<file path="src/rtl/dco_param.sv">
// ---------------------------------------------------------------------------
// dco_param : parametrised digitally controlled oscillator for the ADPLL.
//
// The loop-filter word (magnitude plus sign) is scaled by the DCO gain,
// offset around a nominal threshold and clamped. The result is the
// half-period threshold. A free-running counter toggles o_dco_clk each time
// it reaches that threshold. Control updates are captured at any time and
// only applied at half-period boundaries, so the output never glitches.
//
// Optional feature macro: DCO_FRAC_EN
//   When defined, the bits shifted out of ctrl*kdco are accumulated at every
//   toggle. A carry stretches the next half-period by one cycle and a borrow
//   shortens it by one cycle, which gives fractional average periods.
//
// Parameters:
//   W      width of ctrl and kdco
//   TW     width of threshold, offset and half-period counter
//   KSHIFT right shift applied to ctrl*kdco (>= 1)
//   TMIN   smallest threshold the clamp allows (1 <= TMIN < 2^TW)
//
// Ports:
//   i_clk          system clock
//   i_reset_n      asynchronous active-low reset
//   i_en           oscillator enable
//   i_ctrl_valid   capture i_ctrl / i_ctrl_sign this cycle
//   i_ctrl         filter magnitude
//   i_ctrl_sign    1 = raise threshold (slower), 0 = lower threshold
//   i_kdco         DCO gain
//   i_thresh_val   nominal threshold
//   i_dco_offset   additive threshold offset
//   o_dco_clk      oscillator output
//   o_half_tick    one-cycle pulse on each o_dco_clk toggle
//   o_upd_ack      one-cycle pulse when a captured ctrl is applied
//   o_sat_hi       current threshold clamped at 2^TW-1
//   o_sat_lo       current threshold clamped at TMIN
//   o_running      oscillator is not idle
// ---------------------------------------------------------------------------
module dco_param #(
    parameter int W      = 8,
    parameter int TW     = 8,
    parameter int KSHIFT = 1,
    parameter int TMIN   = 1
) (
    input  logic          i_clk,
    input  logic          i_reset_n,
    input  logic          i_en,
    input  logic          i_ctrl_valid,
    input  logic [W-1:0]  i_ctrl,
    input  logic          i_ctrl_sign,
    input  logic [W-1:0]  i_kdco,
    input  logic [TW-1:0] i_thresh_val,
    input  logic [TW-1:0] i_dco_offset,
    output logic          o_dco_clk,
    output logic          o_half_tick,
    output logic          o_upd_ack,
    output logic          o_sat_hi,
    output logic          o_sat_lo,
    output logic          o_running
);

    localparam int PW = 2 * W;
    // Signed sum width: wide enough that thresh+offset+/-ph never wraps.
    localparam int SW = ((PW > TW) ? PW : TW) + 2;

    localparam logic signed [SW-1:0] S_MAX = {{(SW-TW){1'b0}}, {TW{1'b1}}};
    localparam logic signed [SW-1:0] S_MIN = SW'(TMIN);
    localparam logic [TW-1:0]        T_MAX = {TW{1'b1}};
    localparam logic [TW-1:0]        T_MIN = TW'(TMIN);

    typedef enum logic [1:0] {
        IDLE = 2'd0,
        RUN  = 2'd1,
        STOP = 2'd2
    } state_t;

    state_t         r_state;
    state_t         w_state_next;
    logic [TW-1:0]  r_counter;
    logic [TW-1:0]  w_counter_next;
    logic [W-1:0]   r_ctrl_p;
    logic           r_sign_p;
    logic           r_dirty;
    logic           w_dirty_next;
    logic [TW-1:0]  r_thresh_q;
    logic [TW-1:0]  w_thresh_next;
    logic           r_dco;
    logic           w_dco_next;
    logic           r_half_tick;
    logic           w_half_next;
    logic           r_upd_ack;
    logic           w_ack_next;
    logic           r_sat_hi;
    logic           w_sat_hi_next;
    logic           r_sat_lo;
    logic           w_sat_lo_next;
    logic           w_apply;
    logic           w_toggle;

    logic [PW-1:0]        w_prod;
    logic [PW-1:0]        w_ph;
    logic [SW-1:0]        w_base;
    logic [SW-1:0]        w_phx;
    logic signed [SW-1:0] w_sum;
    logic                 w_hi_next;
    logic                 w_lo_next;
    logic [TW-1:0]        w_t_next;
    logic [TW-1:0]        w_t_toggle;

    // Threshold candidate, always derived from the registered control word so
    // that it only reaches r_thresh_q at a load event.
    assign w_prod = {{W{1'b0}}, r_ctrl_p} * {{W{1'b0}}, i_kdco};
    assign w_ph   = w_prod >> KSHIFT;
    assign w_base = SW'(i_thresh_val) + SW'(i_dco_offset);
    assign w_phx  = SW'(w_ph);
    assign w_sum  = r_sign_p ? $signed(w_base + w_phx) : $signed(w_base - w_phx);

    assign w_hi_next = (w_sum > S_MAX);
    assign w_lo_next = (w_sum < S_MIN);
    assign w_t_next  = w_hi_next ? T_MAX :
                       w_lo_next ? T_MIN : w_sum[TW-1:0];

`ifdef DCO_FRAC_EN
    logic [KSHIFT-1:0] r_frac_acc;
    logic [KSHIFT-1:0] w_frac_next;
    logic [KSHIFT:0]   w_frac_add;
    logic [KSHIFT:0]   w_frac_sub;

    assign w_frac_add = {1'b0, r_frac_acc} + {1'b0, w_prod[KSHIFT-1:0]};
    assign w_frac_sub = {1'b0, r_frac_acc} - {1'b0, w_prod[KSHIFT-1:0]};

    // A carry (or borrow) out of the accumulator nudges the half-period that
    // starts at this toggle by one cycle, still honouring the clamp limits.
    always_comb begin
        w_t_toggle = w_t_next;
        if (r_sign_p && w_frac_add[KSHIFT] && (w_t_next != T_MAX))
            w_t_toggle = w_t_next + TW'(1);
        else if (!r_sign_p && w_frac_sub[KSHIFT] && (w_t_next > T_MIN))
            w_t_toggle = w_t_next - TW'(1);
    end

    // Accumulator restarts from zero whenever the oscillator goes idle.
    always_comb begin
        w_frac_next = r_frac_acc;
        if (w_state_next == IDLE)
            w_frac_next = '0;
        else if (w_toggle)
            w_frac_next = r_sign_p ? w_frac_add[KSHIFT-1:0] : w_frac_sub[KSHIFT-1:0];
    end

    always_ff @(posedge i_clk or negedge i_reset_n) begin
        if (!i_reset_n)
            r_frac_acc <= '0;
        else
            r_frac_acc <= w_frac_next;
    end
`else
    assign w_t_toggle = w_t_next;
`endif

    // Next-state logic. Every load of r_thresh_q also refreshes the
    // saturation flags so they always describe the active threshold.
    always_comb begin
        w_state_next   = r_state;
        w_counter_next = r_counter;
        w_dco_next     = r_dco;
        w_thresh_next  = r_thresh_q;
        w_sat_hi_next  = r_sat_hi;
        w_sat_lo_next  = r_sat_lo;
        w_half_next    = 1'b0;
        w_ack_next     = 1'b0;
        w_apply        = 1'b0;
        w_toggle       = 1'b0;
        w_dirty_next   = i_ctrl_valid ? 1'b1 : r_dirty;

        case (r_state)
            IDLE: begin
                w_counter_next = '0;
                w_dco_next     = 1'b0;
                w_apply        = 1'b1;
                if (i_en) begin
                    w_state_next  = RUN;
                    w_thresh_next = w_t_next;
                    w_sat_hi_next = w_hi_next;
                    w_sat_lo_next = w_lo_next;
                end
            end
            RUN, STOP: begin
                if ((r_state == RUN) && !i_en && !r_dco) begin
                    // Output already low: stop straight away.
                    w_state_next   = IDLE;
                    w_counter_next = '0;
                    w_dco_next     = 1'b0;
                end else begin
                    w_counter_next = r_counter + TW'(1);
                    w_state_next   = i_en ? RUN : STOP;
                    if (r_counter >= r_thresh_q) begin
                        w_toggle       = 1'b1;
                        w_apply        = 1'b1;
                        w_dco_next     = ~r_dco;
                        w_half_next    = 1'b1;
                        w_counter_next = '0;
                        w_thresh_next  = w_t_toggle;
                        w_sat_hi_next  = w_hi_next;
                        w_sat_lo_next  = w_lo_next;
                        // Disabled while high: this toggle is the falling
                        // edge that finishes the clean stop.
                        if (!i_en && r_dco)
                            w_state_next = IDLE;
                    end
                end
            end
            default: begin
                w_state_next   = IDLE;
                w_counter_next = '0;
                w_dco_next     = 1'b0;
            end
        endcase

        // A capture arriving in the same cycle as an apply stays pending.
        if (w_apply && r_dirty) begin
            w_ack_next   = 1'b1;
            w_dirty_next = i_ctrl_valid;
        end
    end

    // State and datapath registers.
    always_ff @(posedge i_clk or negedge i_reset_n) begin
        if (!i_reset_n) begin
            r_state     <= IDLE;
            r_counter   <= '0;
            r_ctrl_p    <= '0;
            r_sign_p    <= 1'b0;
            r_dirty     <= 1'b0;
            r_thresh_q  <= '0;
            r_dco       <= 1'b0;
            r_half_tick <= 1'b0;
            r_upd_ack   <= 1'b0;
            r_sat_hi    <= 1'b0;
            r_sat_lo    <= 1'b0;
        end else begin
            r_state     <= w_state_next;
            r_counter   <= w_counter_next;
            r_dirty     <= w_dirty_next;
            r_thresh_q  <= w_thresh_next;
            r_dco       <= w_dco_next;
            r_half_tick <= w_half_next;
            r_upd_ack   <= w_ack_next;
            r_sat_hi    <= w_sat_hi_next;
            r_sat_lo    <= w_sat_lo_next;
            if (i_ctrl_valid) begin
                r_ctrl_p <= i_ctrl;
                r_sign_p <= i_ctrl_sign;
            end
        end
    end

    assign o_dco_clk   = r_dco;
    assign o_half_tick = r_half_tick;
    assign o_upd_ack   = r_upd_ack;
    assign o_sat_hi    = r_sat_hi;
    assign o_sat_lo    = r_sat_lo;
    assign o_running   = (r_state != IDLE);

endmodule

</file>
<file path="config.mk">
export PLATFORM = sky130hd
export DESIGN_NAME = dco_param
export DESIGN_NICKNAME = d
export VERILOG_FILES = /design/src/rtl/dco_param.sv
export SDC_FILE = /design/constraint.sdc
export NUM_CORES = 1
export LEC_CHECK = 0
export ABC_AREA = 1
export BUFFER_PORTS_ARGS = -buffer_cell sky130_fd_sc_hd__buf_2
export CAP_MARGIN = 20
export CORE_MARGIN = 1.5
export CORE_UTILIZATION = 50
export CTS_BUF_LIST = sky130_fd_sc_hd__clkbuf_16
export DETAILED_ROUTE_END_ITERATION = 10
export HOLD_SLACK_MARGIN = 0.02
export PLACE_DENSITY = 0.72
export SKIP_CTS_REPAIR_TIMING = 1
export SLEW_MARGIN = 20
export SYNTH_ARGS = -nofsm -noshare
export SYNTH_HDL_FRONTEND = slang
export SYNTH_SLANG_ARGS = --single-unit
</file>
<file path="constraint.sdc">
create_clock -name i_clk -period 9.4 [get_ports i_clk]
set_clock_uncertainty 0.15 [all_clocks]
set_input_delay 0.94 -clock i_clk [delete_from_list [all_inputs] [get_ports i_clk]]
set_output_delay 0.94 -clock i_clk [all_outputs]
set_load 0.1 [all_outputs]
</file>
Word-level counts from Yosys, hierarchy flattened:

Cells that the tools add are included.

* add/subtract/negate cells: 4
* multiply operators: 1
* $lt $le $gt $ge: 3
* eq/ne operators: 6
* muxes and demuxes: 34
* bitwise operators: 1
* reduce and logical (&&, ||, !) cells: 12

Operator list (count)
* 8-bit 2-to-1 mux: 8
* 18-bit by 9-bit > comparator with 1-bit output (second input constant): 1
* 18-bit by 2-bit less-than comparator with 1-bit output (second input constant): 1
* 18-bit 2-to-1 mux: 1
* 9-bit by 15-bit adder with 16-bit output: 1
* 8-bit by 8-bit multiplier with 16-bit output: 1
* 8-bit case mux with 2 select lines: 1
* 9-bit by 15-bit subtractor with 16-bit output: 1
* 1-bit 2-to-1 mux: 15
* 2-bit 2-to-1 mux: 5
* 8-bit by 8-bit adder with 9-bit output: 1
* 8-bit by 1-bit adder with 8-bit output (second input constant): 1
* 8-bit greater-or-equal comparator: 1
* 2-bit inequality test (second input constant): 3
* 1-bit case mux with 2 select lines: 3
* 2-bit nonzero test: 3
* 1-bit logical AND: 4
* 2-bit case mux with 2 select lines: 1
* 4-bit AND reduction: 1
* 3-bit inequality test (second input constant): 1
* 2-bit by 1-bit == test with 1-bit output (second input constant): 1
* 2-bit == test (second input constant): 1
* 1-bit zero test: 2
* 2-bit zero test: 1
* 2 further kinds: 2

* bits in registers: 33
* input bits: 37
* output and inout port bits: 6
* word-level logic and storage cells: 72

Depth between registers and ports, before layout:

Gate-level depths: netlist of the first run.

* depth after elaboration: 9
* gate-level depth with buffers: 35

Worst setup path after synthesis of the first run:

Ideal clock, no wire load.

* path type: input port to flip-flop
* start: input i_kdco[7]
* end: register r_thresh_q[0]
* setup time: 0.117 ns
* arrival: 5.969 ns
* data required time: 9.133 ns
* slack: 3.163 ns
* stages on the path: 33
* path buffers: 2
* cells stage by stage: clkbuf_1 nand2_1 fa_1 inv_1 fa_1 inv_1 fa_1 inv_1 fa_1 ha_1 nand2_2 inv_1 nand2_1 nand2_1 xor2_1 ha_1 clkbuf_2 nor2_1 inv_1 nor2_1 nand4_1 nand3_1 nand2_1 nor2_1 nand2_1 o21ai_2 nand2_1 nor2_2 nand3_2 nand2_1 nand2_1 nor2_1 nor2_1

* word-level cells in the longest chain between the ends: 9

Ends and longest elaborated chain
* from (decl): RTL line 50 `input logic [W-1:0] i_kdco,`
* 8-bit by 8-bit multiplier with 16-bit output (*): RTL line 111 `assign w_prod = {{W{1'b0}}, r_ctrl_p} * {{W{1'b0}}, i_kdco};`
* 9-bit by 15-bit subtractor with 16-bit output / 9-bit by 15-bit adder with 16-bit output (equally long branches): RTL line 115 `assign w_sum = r_sign_p ? $signed(w_base + w_phx) : $signed(w_base - w_phx);`
* 18-bit 2-to-1 mux (*): RTL line 115
* 18-bit by 2-bit less-than comparator with 1-bit output: RTL line 118 `assign w_lo_next = (w_sum < S_MIN);`
* 8-bit 2-to-1 mux: RTL line 120 `w_lo_next ? T_MIN : w_sum[TW-1:0];`
* 8-bit 2-to-1 mux (*): RTL line 119 `assign w_t_next = w_hi_next ? T_MAX :`
* 8-bit 2-to-1 mux: RTL line 196 `if (r_counter >= r_thresh_q) begin`
* 8-bit 2-to-1 mux: RTL line 188 `if ((r_state == RUN) && !i_en && !r_dco) begin`
* 8-bit case mux with 2 select lines (*): RTL line 175 `case (r_state)`
* to (signal assigned): RTL line 244 `r_thresh_q <= w_thresh_next;`
* to (decl): RTL line 84 `logic [TW-1:0] r_thresh_q;`

Mark *: on every way between the ends. The rest lies on a longest branch, timed or not. The select of a mux whose other input is x is not followed.
A chain may end at the register's enable or synchronous reset.

Final worst setup path of the first run:

* start: input i_kdco[7]
* end: register r_thresh_q[5]

The elaborated chain is that of the path after synthesis.

==> impl_metrics.toml, run 1 <==
[global_route]
antenna_found_initial = 0
grt_usage_pct = 22.0
grt_pass1_wl_um = 20900
grt_max_degree = 34
overflow = 0
grt_pass1_vias = 4696

[synthesis]
yosysUniqueCellTypes = 38
synth_top_family_by_area = "adder cells"
synth.area.mux_share_pct = 0
synth-edff-count = 0
synth_simple_gate_area_share_pct = 30.1
yosys.area_share.xor_xnor_pct = 3.29
ys_ff_latch = 33
synth_compound_area_share_pct = 6.51
synth.net_count = 997
syn_avg_cell_area_sq_um = 6.60
synth-seq-area-share_pct = 14.8
netlist_instances = 847
async_flop_share_pct = 100
synth_fa_ha_area_share_pct = 30.5
synth_flop_cell = "dfrtp_1"
yosysWarnings = 0
syn_area_sq_um = 5590

[clock_tree]
h-tree-depth = 2
cts_buffers = 5
cts.sinks = 33
root_buffer = "clkbuf_16"
clkLatencyLatePin_ps = 280
clock_path_buffers = 2
cts_tree = "built"
path_clk_slew_ps = 60

[setup_path]
critPathRequiredTime_ps = 9400
end_kind = "flip-flop"
arrival_ps = 6610
cpMostUsedCell = "nand2_1"
crit_type = "primary input to flip-flop"
crit_fanout = 11
max_stage_delay_ps = 550
path_buf_inv = 6
cp-start-kind = "primary input"
crit_slowest_cell = "fa_1"
crit_family = "adder cells"

[drt]
routedWlPerCell_um = 11.8
vias_per_cell = 4.97
drt_iter0_drc = 394
routed_wirelength_um = 11900
first_pass_iters = 5
drcViolationCount = 0
vias = 5020
ant_nets = 0

[timing]
max_slew_margin_pct = 52.1
fin_crit_sh_pct = 70.4
tightest_slew_ps = 718
hold_violations = 0
rsz0062_at_grt = "no"
finalMaxSlewViolations = 0
clock.fmax_mhz = 151
tns_ps = 0
min_period_ps = 6610
setup_viol = 0

[power_and_ir_drop]
max-vdd-ir-drop_mv = 0.236
switching_power_mw = 1.13
power_density_nw_per_um2 = 323
p_comb_share_pct = 79.8
seq_power_share_pct = 10.7
p_int_mw = 0.824
clockPowerShare_pct = 9.5
swShare_pct = 57.8
p_leak_nw = 3.81

[cells_and_area]
syn_to_final_growth_pct = 7.97
final_area_sq_um = 6040
mostFrequentLayoutCells = "262 x nand2_1, 189 x inv_1, 74 x ha_1"
multiInputGateArea_sq_um = 3940
fill_cells = 1066
final_common_cell = "nand2_1"
register_area_sq_um = 826
n_antenna_cell = 0
fin_cells = 1010
drive_above_1_share_pct = 7.93
nets = 1019

[job]
maxCapViolations = 0

[placement]
port_buffers = 42
place_area_sq_um = 5870
gp_congestion = 0.884
dp_hpwl_um = 9990
dp.cells = 1002

[floorplan]
rows = 38
io_pins = 43
die_w_um = 109
start_util_pct = 51.4
fp.dieArea_sq_um = 11800
fp.dieH_um = 109
core_area_sq_um = 10900

[status]
status = "finished clean"

[worst_hold_path]
hold_class = "flip-flop to flip-flop"
==> area by class of cell <==
class | count | area share [%]
Clock inverter | 3 | 0.767
Timing Repair Buffer | 42 | 3.48
Multi-Input combinational cell | 596 | 65.2
Clock buffer | 5 | 2.07
Inverter | 191 | 11.9
Tap cell | 140 | 2.90
Sequential cell | 33 | 13.7
==> metal layers <==
metal  vias to the layer above  track usage, %  routed length, um
met1                      2256            31.1               5740
met4                         0            4.42                 87
li1                       2618               -                  -
met3                        11            2.09                625
met5                         -               0                  0
met2                       135            36.6               5410
==> cell usage after synthesis (3+ instances only) <==
| cell | n | share of area, % |
|---|---|---|
| a21oi_1 | 26 | 2.3 |
| a21oi_2 | 3 | 0.47 |
| a31oi_1 | 3 | 0.34 |
| buf_2 | 7 | 0.63 |
| clkbuf_1 | 19 | 1.3 |
| dfrtp_1 | 33 | 15 |
| fa_1 | 39 | 14 |
| ha_1 | 74 | 17 |
| inv_1 | 189 | 13 |
| nand2_1 | 262 | 18 |
| nand2_2 | 4 | 0.45 |
| nand3_1 | 49 | 4.4 |
| nand3_2 | 6 | 1.1 |
| nand4_1 | 14 | 1.6 |
| nor2_1 | 49 | 3.3 |
| nor2_2 | 3 | 0.34 |
| nor3_1 | 4 | 0.36 |
| o21ai_0 | 17 | 1.5 |
| xnor2_1 | 5 | 0.78 |
| xor2_1 | 16 | 2.5 |
==> registers in the layout (all words and copies together), names as in the netlist <==
signal / flops
o_half_tick: 1
o_upd_ack: 1
r_dirty: 1
o_dco_clk: 1
r_ctrl_p: 8
o_sat_lo: 1
r_thresh_q: 8
r_sign_p: 1
r_counter: 8
o_sat_hi: 1
r_state: 2
==> worst reg2reg max path: cells and delay by family, from the launching register on <==
family	cells	cell delay [ps]
xor gates and xnor gates	1	230
buffers and inverters	5	290
and+or+nand+nor	15	1720
DFF	1	530
adders and majority gates	6	2840
AOI/OAI and AO/OA	2	490
==> power by group through the flow <==
stage	Sequential (mW)	Clock, mW	Combinational, mW
6_report	0.209	0.186	1.56
5_1_grt	0.214	0.197	1.79
4_1_cts	0.208	0.189	1.55
3_5_place_dp	0.211	0	1.54
3_3_place_gp	0.209	0	1.54
2_1_floorplan	0.243	0	1.21
==> logic make-up (layout without fill, tap and decap cells) <==
logic type | count (synthesis) | count (layout)
buffers and inverters | 218 | 241
AND/OR/NAND/NOR | 399 | 399
XOR/XNOR | 21 | 21
AO/OA/AOI/OAI | 63 | 63
flip-flops | 33 | 33
adder cells (fa/ha/maj) | 113 | 113
==> final timing paths <==
check	startpoint	end	slack (ps)	depth (start not counted)
max	i_kdco[7]	r_thresh_q[5]	2790	30
min in group asynchronous	i_reset_n	r_counter[4]	570	1
max in group asynchronous	i_reset_n	r_state[1]	8060	1
max reg2reg	r_ctrl_p[1]	r_thresh_q[5]	3080	29
min	r_dirty	o_upd_ack	330	2
min reg2reg	r_dirty	o_upd_ack	330	2
==> per-stage QoR <==
step | hold WS (ps) | worst slack [ps] | utilization, % | power, mW
floorplan | 304 | 3160 | - | 1.45
global placement | 319 | 2610 | 53.9 | 1.75
detailed placement | 325 | 2530 | 53.9 | 1.75
CTS | 329 | 2810 | 55.4 | 1.95
global route | 343 | 2250 | 55.4 | 2.21
finish | 327 | 2790 | 55.4 | 1.95
(Power assumes the default switching activity.)
==> run 2, diff against run 1 <==
ABC_AREA = 0   (was 1)
PLACE_DENSITY = 0.75   (was 0.72)
clock period = 5.35 ns   (was 9.4 ns; I/O delays follow)
==> impl_metrics.toml, run 2 <==
[status]
status = "complete, but fails checks"
violations = "setup timing"

[timing]
max_slew_margin_pct = 44.3
min_period_ps = 6240
tightest_slew_ps = 823
tns_ps = -8770
fin_ws_ps = -893
hold_ws_ps = 174
fin_crit_sh_pct = 117
rsz0062_at_grt = "yes"
finalMaxSlewViolations = 0
hold_violations = 0
setup_viol = 10
clock.fmax_mhz = 160

[cells_and_area]
n_antenna_cell = 0
multiInputGateArea_sq_um = 4200
final_area_sq_um = 6550
syn_to_final_growth_pct = 26.3
reg.largest.list = "r_counter (8), r_ctrl_p (8), r_thresh_q (8)"
nets = 864
final_common_cell = "buf_4"
mostFrequentLayoutCells = "89 x buf_4, 78 x inv_1, 68 x ha_1"
register_area_sq_um = 830
fill_cells = 781
drive_above_1_share_pct = 28.4

[placement]
dp_hpwl_um = 10200
port_buffers = 42
gp_congestion = 0.952
place_area_sq_um = 6180

[floorplan]
rows = 36
start_util_pct = 52.3
fp.dieArea_sq_um = 11000
core_area_sq_um = 9910
fp.dieH_um = 105
die_w_um = 105
io_pins = 43

[clock_tree]
root_buffer = "clkbuf_16"
h-tree-depth = 2
clkLatencyLatePin_ps = 280
cts_buffers = 5
clock_path_buffers = 2
cts_tree = "built"
cts.sinks = 33
path_clk_slew_ps = 50

[setup_path]
critPathRequiredTime_ps = 5340
crit_fanout = 5
r2r_end = "r_thresh_q[2]"
arrival_ps = 6230
cp-start-kind = "flip-flop"
crit_type = "flip-flop to flip-flop"
regToRegStartpoint = "r_ctrl_p[2]"
worst_r2r_path_depth = 22
end_kind = "flip-flop"
ff2ff_setup_slack_ps = -890

[synthesis]
synth_most_common_cell = "inv_1"
yosysWarnings = 0
ys_ff_latch = 33
syn_avg_cell_area_sq_um = 8.85
synth-edff-count = 0
synth_flop_cell = "dfrtp_1"
synth-seq-area-share_pct = 15.9
synth_top_cells_by_count = "79 x inv_1, 74 x ha_1, 52 x and2_1"
synth.net_count = 736
netlist_instances = 586
synth.area.top_cells = "ha_1 18%, dfrtp_1 16%, fa_1 15%"
synth_area_leader_cell = "ha_1"
async_flop_share_pct = 100
yosysTopAreaCellShare_pct = 17.9
yosysUniqueCellTypes = 67
syn_area_sq_um = 5190

[global_route]
grt_pass1_wl_um = 21400
gr-usage-met2_pct = 41.5
overflow = 0
grt_pass1_vias = 4799
grt_usage_pct = 23.2
grt_max_degree = 34
grt_use_met3_pct = 2.74
grt.busiest_layer = "met2"
antenna_found_initial = 0
globalRouteMet1Util_pct = 29.2

[drt]
drcViolationCount = 0
vias_per_cell = 5.52
drt_iter0_drc = 245
routed_wirelength_um = 12800
vias = 4677
routedWlPerCell_um = 15.1
first_pass_iters = 4
ant_nets = 0

[job]
maxCapViolations = 0

[worst_hold_path]
hold_class = "primary input to async pin"
==> run 2: cell types whose count changed after synthesis, sizes merged, moves of 14 or more <==
cell / previous run / this run
nand4: 15 / 1
nand2: 266 / 34
nand3: 55 / 12
nor2: 52 / 32
clkbuf: 20 / 5
xnor2: 5 / 19
inv: 190 / 79
and2: 0 / 53
==> run 2: worst max-delay path by stage <==
stage / startpoint / slack, ps / endpoint / depth (start not counted)
6_report: r_ctrl_p[2] / -890 / r_thresh_q[2] / 22
5_1_grt: r_ctrl_p[5] / -1150 / r_thresh_q[5] / 22
4_1_cts: r_ctrl_p[0] / -970 / r_thresh_q[3] / 23
3_5_place_dp: i_kdco[7] / -1090 / r_thresh_q[3] / 24
3_3_place_gp: i_kdco[7] / -940 / r_thresh_q[1] / 24
2_1_floorplan: i_kdco[7] / -690 / r_thresh_q[0] / 22
==> run 2: cell type report <==
class                      count  share of cell area [%]
clock buffer                   5                    1.91
clock inverter                 3                   0.573
inverter                      79                    4.53
multi-input combinational    462                    64.0
sequential                    33                    12.7
tap                          133                    2.54
timing repair buffer         133                    13.8
==> run 2: routing by layer <==
metal  share of wire, %  vias to the layer above  routed length [um]
li1                   -                     2250                   -
met1                 42                     2279                5420
met2                 51                      126                6570
met3                4.4                       22                 558
met4                2.1                        0                 265
met5                  0                        -                   0
==> run 2: critical path: stages (launching register included) <==
cell      delay, ps
dfrtp_1         440
buf_4           180
and2_1          140
fa_2            350
fa_1            490
ha_1            290
inv_1            50
fa_1            520
inv_1            60
ha_4            230
a21o_2          220
a21oi_2         180
xnor2_2         170
ha_2            370
a21o_1          190
or4_4           500
a41oi_2         250
a21boi_1        110
xor2_1          180
a2111o_1        390
nor4_4          360
buf_6           180
a31oi_2         100
==> run 2: cells by family (layout without fill, tap and decap cells) <==
group	count (synthesis)	after routing	synth area share, %
AO/OA/AOI/OAI	128	128	17.0
XOR/XNOR	33	33	5.57
adder cells (fa/ha/maj)	113	113	32.9
buffers and inverters	91	220	7.48
flip-flops	33	33	15.9
multiplexers	11	11	2.36
AND/OR/NAND/NOR	177	177	18.7
==> run 2: stage by stage <==
stage	setup slack, ps	util, %	instances
final	-893	66.1	848
after global placement	-945	62.4	835
after floorplan	-685	-	586
after CTS	-969	64.0	843
after global routing	-1150	66.1	848
after detailed placement	-1090	62.4	835
Power of run 2 is left out: the tool's default activity adds up to more than one toggle a clock period on the data nets, which glitch-free logic cannot reach.
==> run 3, diff against run 2 <==
BUFFER_PORTS_ARGS = -buffer_cell sky130_fd_sc_hd__buf_4   (was -buffer_cell sky130_fd_sc_hd__buf_2)
==> impl_metrics.toml, run 3 (synthesis results as in run 2) <==
[timing]
clock.fmax_mhz = 159
fin_crit_sh_pct = 117
min_period_ps = 6280
finalMaxSlewViolations = 0
rsz0062_at_grt = "yes"
fin_ws_ps = -932
setup_viol = 10
hold_ws_ps = 46.8
hold_violations = 0
tightest_slew_ps = 736
max_slew_margin_pct = 50.1

[cells_and_area]
fill_cells = 784
final_util_pct = 67.4
syn_to_final_growth_pct = 28.7
final_common_cell = "buf_4"
register_area_sq_um = 832
n_antenna_cell = 0
fin_cells = 848
drive_above_1_share_pct = 28.7
multiInputGateArea_sq_um = 4220
nets = 864
reg.largest.list = "r_counter (8), r_ctrl_p (8), r_thresh_q (8)"
mostFrequentLayoutCells = "132 x buf_4, 79 x inv_1, 68 x ha_1"

[drt]
first_pass_iters = 6
drt_iter0_drc = 252
drcViolationCount = 0
vias = 4659
vias_per_cell = 5.49
routed_wirelength_um = 12700
routedWlPerCell_um = 15.0
ant_nets = 0

[setup_path]
arrival_ps = 6270
crit_fanout = 5
cpMostUsedCell = "fa_1"
max_stage_delay_ps = 540
cp-start-kind = "flip-flop"
crit_chain = "and2_4 -> fa_1 -> fa_1 -> inv_1 -> fa_1 -> inv_1 -> fa_1 -> ha_4 -> o211ai_1 -> o21ai_1 -> xor2_1 -> ha_1 -> nor2b_4 -> nor4_4 -> a211oi_2 -> o22ai_1 -> o21a_1 -> xor2_1 -> a2111o_1 -> nor4_4 -> buf_4 -> a31oi_1"
crit_slowest_cell = "fa_1"
crit_type = "flip-flop to flip-flop"
crit_family = "adder cells"
path_buf_inv = 3
end_kind = "flip-flop"
critPathRequiredTime_ps = 5340

[clock_tree]
h-tree-depth = 2
clkLatencyLatePin_ps = 280
cts.sinks = 33
clock_path_buffers = 2
root_buffer = "clkbuf_16"
path_clk_slew_ps = 60
cts_buffers = 5
cts_tree = "built"

[global_route]
overflow = 0
grt_usage_pct = 22.8
grt_pass1_wl_um = 20900
grt_pass1_vias = 4762
antenna_found_initial = 0
grt_max_degree = 34

[floorplan]
die_w_um = 105
start_util_pct = 52.3
rows = 36
fp.dieH_um = 105
core_area_sq_um = 9910
fp.dieArea_sq_um = 11000
io_pins = 43

[placement]
port_buffers = 42
dp.cells = 835
dp_hpwl_um = 10100
gp_congestion = 0.889

[status]
violations = "setup timing"
status = "complete, but fails checks"

[worst_hold_path]
hold_class = "primary input to async pin"

[job]
maxCapViolations = 0
-- run 3: cell type report --
cell class                      count  area share [%]
Clock buffer                        5            1.87
Timing Repair Buffer              133            15.0
Multi-Input combinational cell    462            63.1
Clock inverter                      3           0.562
Sequential cell                    33            12.5
Tap cell                          133            2.49
Inverter                           79            4.44
-- run 3: path summary, 6_finish.rpt --
path	start	to	slack, ps	cells past startpoint
setup / recovery	r_ctrl_p[5]	r_thresh_q[1]	-930	22
hold / removal	i_reset_n	r_thresh_q[1]	50	1
setup reg to reg	r_ctrl_p[5]	r_thresh_q[1]	-930	22
hold reg to reg	r_counter[0]	r_counter[0]	360	1
max in group asynchronous	i_reset_n	r_ctrl_p[0]	4670	1
min in group i_clk	i_en	r_state[1]	310	2
-- run 3: metal layers --
metal	up-vias	part of all wire, %	GRT usage [%]
met1	2264	42	28.1
li1	2255	-	-
met5	-	0	0
met2	104	52	41.4
met3	36	2.7	1.81
met4	0	3.2	8.51
-- run 3: worst register-to-register path, cell delays in order, from the launching register on --
cell      delay (ps)
dfrtp_2          440
and2_4           160
fa_1             510
fa_1             540
inv_1             50
fa_1             510
inv_1             50
fa_1             480
ha_4             310
o211ai_1         120
o21ai_1          210
xor2_1           130
ha_1             410
nor2b_4           80
nor4_4           300
a211oi_2         130
o22ai_1          240
o21a_1           180
xor2_1            70
a2111o_1         420
nor4_4           360
buf_4            210
a31oi_1          100
-- run 3: metrics by stage --
step           area (sq um)  worst slack [ps]  TNS, ps
2_1_floorplan          5250              -685    -6810
3_5_place_dp           6290             -1110   -10920
4_1_cts                6450              -997    -9840
6_report               6680              -932    -8840
3_3_place_gp           6290             -1030   -10200
5_1_grt                6680             -1190   -11480
Power of run 3 is left out for the same reason.
